`src/rtl/irq_ctrl.sv`:
```
// Edge-triggered interrupt controller: pending latch, enable masking, fixed priority, trap PC.
// Define IRQ_CTRL_NESTING_EN to allow one level of higher-priority preemption during a handler.
module irq_ctrl #(
    parameter int unsigned NUM_IRQ = 8,
    parameter int unsigned ID_W    = 3
) (
    input  logic               clk,
    input  logic               rst,
    input  logic [NUM_IRQ-1:0] irq_src,
    input  logic [NUM_IRQ-1:0] irq_en,
    input  logic               global_ie,
    input  logic [31:0]        mtvec,
    input  logic               interrupt_taken,
    input  logic               mret_taken,
    output logic               interrupt_req,
    output logic [ID_W-1:0]    irq_id,
    output logic [31:0]        trap_pc,
    output logic [NUM_IRQ-1:0] irq_ack,
    output logic               in_service,
    output logic [NUM_IRQ-1:0] pending
);

`ifdef IRQ_CTRL_NESTING_EN
    typedef enum logic [2:0] {StIdle, StReq, StSvc, StReqN, StSvcN} state_e;
    logic [ID_W-1:0] save_q, save_d;
`else
    typedef enum logic [2:0] {StIdle, StReq, StSvc} state_e;
`endif

    state_e state_q, state_d;

    logic [NUM_IRQ-1:0] src_q;
    logic [NUM_IRQ-1:0] pending_q, pending_d;
    logic [NUM_IRQ-1:0] irq_edge, eligible;
    logic [ID_W-1:0]    id_q, id_d, winner;
    logic               any_eligible;
    logic               unused_mtvec_lsb;

    assign unused_mtvec_lsb = ^mtvec[1:0];

    assign irq_edge  = irq_src & ~src_q;
    assign eligible  = pending_q & irq_en & {NUM_IRQ{global_ie}};
    // A new edge on a bit being acknowledged keeps it pending.
    assign pending_d = (pending_q & ~irq_ack) | irq_edge;

    always_comb begin
        winner       = '0;
        any_eligible = 1'b0;
        for (int i = 0; i < NUM_IRQ; i++) begin
            if (eligible[i] && !any_eligible) begin
                winner       = ID_W'(i);
                any_eligible = 1'b1;
            end
        end
    end

    always_ff @(posedge clk) begin
        if (rst) begin
            state_q <= StIdle;
        end else begin
            state_q <= state_d;
        end
    end

    always_comb begin
        state_d = state_q;
        id_d    = id_q;
`ifdef IRQ_CTRL_NESTING_EN
        save_d  = save_q;
`endif
        unique case (state_q)
            StIdle: begin
                if (any_eligible) begin
                    id_d    = winner;
                    state_d = StReq;
                end
            end
            StReq: begin
                if (interrupt_taken) state_d = StSvc;
            end
            StSvc: begin
                if (mret_taken) begin
                    state_d = StIdle;
`ifdef IRQ_CTRL_NESTING_EN
                end else if (any_eligible && (winner < id_q)) begin
                    save_d  = id_q;
                    id_d    = winner;
                    state_d = StReqN;
`endif
                end
            end
`ifdef IRQ_CTRL_NESTING_EN
            StReqN: begin
                if (interrupt_taken) state_d = StSvcN;
            end
            StSvcN: begin
                if (mret_taken) begin
                    id_d    = save_q;
                    state_d = StSvc;
                end
            end
`endif
            default: state_d = StIdle;
        endcase
    end

    always_comb begin
        interrupt_req = 1'b0;
        in_service    = 1'b0;
        irq_ack       = '0;
        unique case (state_q)
            StReq: begin
                interrupt_req = 1'b1;
                if (interrupt_taken) irq_ack = NUM_IRQ'(1) << id_q;
            end
            StSvc: in_service = 1'b1;
`ifdef IRQ_CTRL_NESTING_EN
            StReqN: begin
                interrupt_req = 1'b1;
                in_service    = 1'b1;
                if (interrupt_taken) irq_ack = NUM_IRQ'(1) << id_q;
            end
            StSvcN: in_service = 1'b1;
`endif
            default: ;
        endcase
    end

    // src_q keeps tracking the lines through reset so a level held across reset is not a new event.
    always_ff @(posedge clk) begin
        src_q <= irq_src;
        if (rst) begin
            pending_q <= '0;
            id_q      <= '0;
`ifdef IRQ_CTRL_NESTING_EN
            save_q    <= '0;
`endif
        end else begin
            pending_q <= pending_d;
            id_q      <= id_d;
`ifdef IRQ_CTRL_NESTING_EN
            save_q    <= save_d;
`endif
        end
    end

    assign irq_id  = id_q;
    assign pending = pending_q;
    assign trap_pc = {mtvec[31:2], 2'b00} + {{(30 - ID_W){1'b0}}, id_q, 2'b00};

endmodule

```
`config.mk`:
```
export PLATFORM = sky130hd
export DESIGN_NAME = irq_ctrl
export DESIGN_NICKNAME = d
export VERILOG_FILES = /design/src/rtl/irq_ctrl.sv
export SDC_FILE = /design/constraint.sdc
export NUM_CORES = 1
export LEC_CHECK = 0
export CELL_PAD_IN_SITES_DETAIL_PLACEMENT = 1
export CELL_PAD_IN_SITES_GLOBAL_PLACEMENT = 1
export CORE_MARGIN = 2
export CORE_UTILIZATION = 23
export DETAILED_ROUTE_END_ITERATION = 6
export GPL_ROUTABILITY_DRIVEN = 0
export PLACE_DENSITY = 0.86
export SLEW_MARGIN = 20
export SYNTH_ARGS = -nofsm -noshare
export SYNTH_HDL_FRONTEND = slang
export SYNTH_SLANG_ARGS = --single-unit
```
`constraint.sdc`:
```
create_clock -name clk -period 2.2 [get_ports clk]
set_input_delay 0.22 -clock clk [delete_from_list [all_inputs] [get_ports clk]]
set_output_delay 0.22 -clock clk [all_outputs]
set_load 0.01 [all_outputs]
```
==> results.md <==
- Die outline height: 82.6 um
- Pint: 0.000835 W
- Clock Tree Buf Depth: 2
- Setup Skew: 0.00292 ns
- Antenna violations before repair: 0
- # rows: 28
- Layout Nets: 386
- Slew @ Worst Pin: 0.514 ns
- N_diodes: 0
- RSZ-0062 raised after global routing: yes
- Global route total overflow: 0
- Max Slew Vio Count: 0
- First-pass GRT wire length: 9960 um
- Ranking of synthesized cells by area: dfxtp_1 30%, xnor2_1 14%, nand2b_1 5.3%
- Vias in the first global route: 2041
- CP endpoint kind: output port
- EDFF count, synth: 0
- Dpl cells: 386
- Port-buffer cells: 101
- Status: complete, no violations
- Clk pin slew, worst setup/hold paths: 0.08 ns
- Post-synthesis to final-layout area growth: 114%
- Synth top area share: 29.6%
- Syn Inst Count: 174
- Yosys reg bits: 21
- CP Launch Type: input pin
- CTS tree: built
- Highest ir drop seen on vdd: 0.242 mV
- Sw frac: 31.7%
- DRT Pass-1 Iters: 4
- Gate power share: 43.9%
- Routed wire per std cell: 16.8 um
- Vias: 1937
- Max-cap violations: 0
- I/O pin count: 106
- Worst-path maximum fanout: 3
- Arr. time, crit path: 1.98 ns
- Final WL: 6770 um
- Total power: 0.00122 W
- Core box area: 5960 sq um
- Syn avg cell area: 8.16 sq um
- Design Area, Final: 3040 sq um
- DRC: 0
- Warnings from Yosys: 0
- Fin crit period: 2.20 ns
- Sequential share of the synthesized area: 29.6%
- Share of cells above drive strength 1: 34.1%
- Sequential cell fraction of total power: 35.4%
- Asr flop ratio synth: 0%
- Largest net degree at the start of global routing: 14
- Area post-placement: 2800 sq um
- Final period utilization: 100%
- Most frequent cells after synthesis: 22 x xnor2_1, 21 x dfxtp_1, 15 x nand3_1, 15 x nor2_1
- Hold Path Class: in -> reg
- # H-tree levels: 1
- Initial Utilization: 23.8%
- Final worst setup slack: 0.00000200 ns
- Via density: 4.81
- Post-Syn Area: 1420 sq um
- Fin. Hold Viols: 0
- Final Non-Filler Cells: 403
- Top FF cell, synth: dfxtp_1
- Die area: 6820 sq um
- Clk_lat worst skew: 0.26 ns
- Fmax: 455 MHz
- P_sw: 0.000387 W
- PwrDens: 402 nW/um^2
- Hold_buf cts: 0
- Crit path required time: 1.98 ns
- Clock tree sinks: 21
- Post-synth top area cell: dfxtp_1
- Top-count cell post-synth: xnor2_1
- Slew margin rel.: 65.6%
- Drt initial violations: 29
- LEAKAGE: 1.30 nW
- Die Wd: 82.6 um
- Setup violators final: 0
- Unique masters post-synth: 37
- Root Buffer: clkbuf_8
- Hpwl dp: 5050 um
- Antenna Nets Post-Route: 0
- DP Worst Slack: -0.625 ns
- Category of the most critical setup path: in -> out
- Total track usage: 19.1%
- Clock share of power: 20.7%
- TritonCTS Buffers: 3
-- registers in the layout, indices dropped and copies added, names as in the netlist --
register,count
irq_id,3
pending,8
src_q,8
state_q,2
-- what timing repair did --
item | 4_1_cts | 5_1_grt
setup buffers | 10 | 5
resized for setup | 111 | 44
endpoints found under the setup margin | 28 | 23
cloned | 1 | 0
pin swaps | 18 | 22
-- logic make-up (layout without fill, tap and decap cells) --
| kind of cell | count (synthesis) | after routing | share of synthesized area [%] |
|---|---|---|---|
| AND/OR/NAND/NOR | 82 | 82 | 32.6 |
| other | 1 | 2 | 0.264 |
| buffers and inverters | 6 | 159 | 2.11 |
| XOR/XNOR | 28 | 28 | 17.3 |
| adder cells (fa/ha/maj) | 4 | 4 | 4.05 |
| AO/OA/AOI/OAI | 32 | 32 | 14.1 |
| flip-flops | 21 | 21 | 29.6 |
-- power groups by stage --
stage | combinational (W) | sequential (W) | clock, W
finish | 0.000537 | 0.000432 | 0.000253
floorplan | 0.000152 | 0.000445 | 0
global route | 0.000575 | 0.000437 | 0.000274
global placement | 0.000481 | 0.000435 | 0
detailed placement | 0.000495 | 0.000436 | 0
CTS | 0.000513 | 0.000433 | 0.000261
-- area by class of cell --
cell class,count,area (sq um)
Multi-Input combinational cell,148,1170
Clock buffer,3,41.3
Timing Repair Buffer,152,1300
Clock inverter,1,5.00
Sequential cell,21,424
Fill cell,712,2920
Tap cell,75,93.8
Inverter,3,11.3
-- path summary, 6_finish.rpt --
| check | from | to | cells past startpoint | slack, ns |
|---|---|---|---|---|
| max | mtvec[10] | trap_pc[18] | 6 | 0.000002 |
| min | irq_src[5] | src_q[5] | 1 | 0.43 |
| min reg2reg | src_q[1] | pending[1] | 2 | 0.49 |
| max reg2reg | state_q[1] | irq_id[0] | 4 | 0.55 |
-- worst max-delay path, cell delays in order --
cell,delay [ns]
clkdlybuf4s50_1,0.56
nand4_4,0.17
nor4_2,0.51
nand4_1,0.20
xnor2_1,0.18
buf_2,0.15
-- layer usage --
layer / vias to the layer above / global-route usage, % / part of all wire (%)
met5: - / 0 / 0
met4: 0 / 6.23 / 1.3
met3: 9 / 4.24 / 7.9
met2: 89 / 38.0 / 51
met1: 905 / 19.2 / 40
li1: 934 / - / -
-- metrics by stage --
stage / utilization (%) / hold WS [ns] / TNS (ns)
after floorplan: - / 0.248 / 0
final: 51.0 / 0.429 / 0
after detailed placement: 46.9 / 0.481 / -12.79
after CTS: 49.2 / 0.428 / -0.116
after global placement: 46.9 / 0.471 / -10.57
after global routing: 51.0 / 0.437 / -0.928
-- placed cells by master, fill, tap and decap left out, types with 2 or more instances in the layout --
cell type	n
a211oi_1	2
a21oi_1	10
a21oi_4	3
a22oi_1	5
and3_1	3
and4_1	2
buf_2	22
buf_4	43
buf_6	8
clkbuf_2	4
clkbuf_8	3
clkdlybuf4s50_1	65
conb_1	2
dfxtp_1	18
dfxtp_2	3
dlygate4sd2_1	6
dlymetal6s2s_1	4
ha_4	3
inv_1	3
nand2_1	8
nand2_2	2
nand2_4	2
nand2b_1	11
nand3_1	12
nand3_4	2
nand4_1	9
nor2_1	14
nor3_1	3
o21ai_0	7
xnor2_1	17
xnor2_2	5
xor2_1	6
Note: power is estimated with default switching activity, not from simulation.
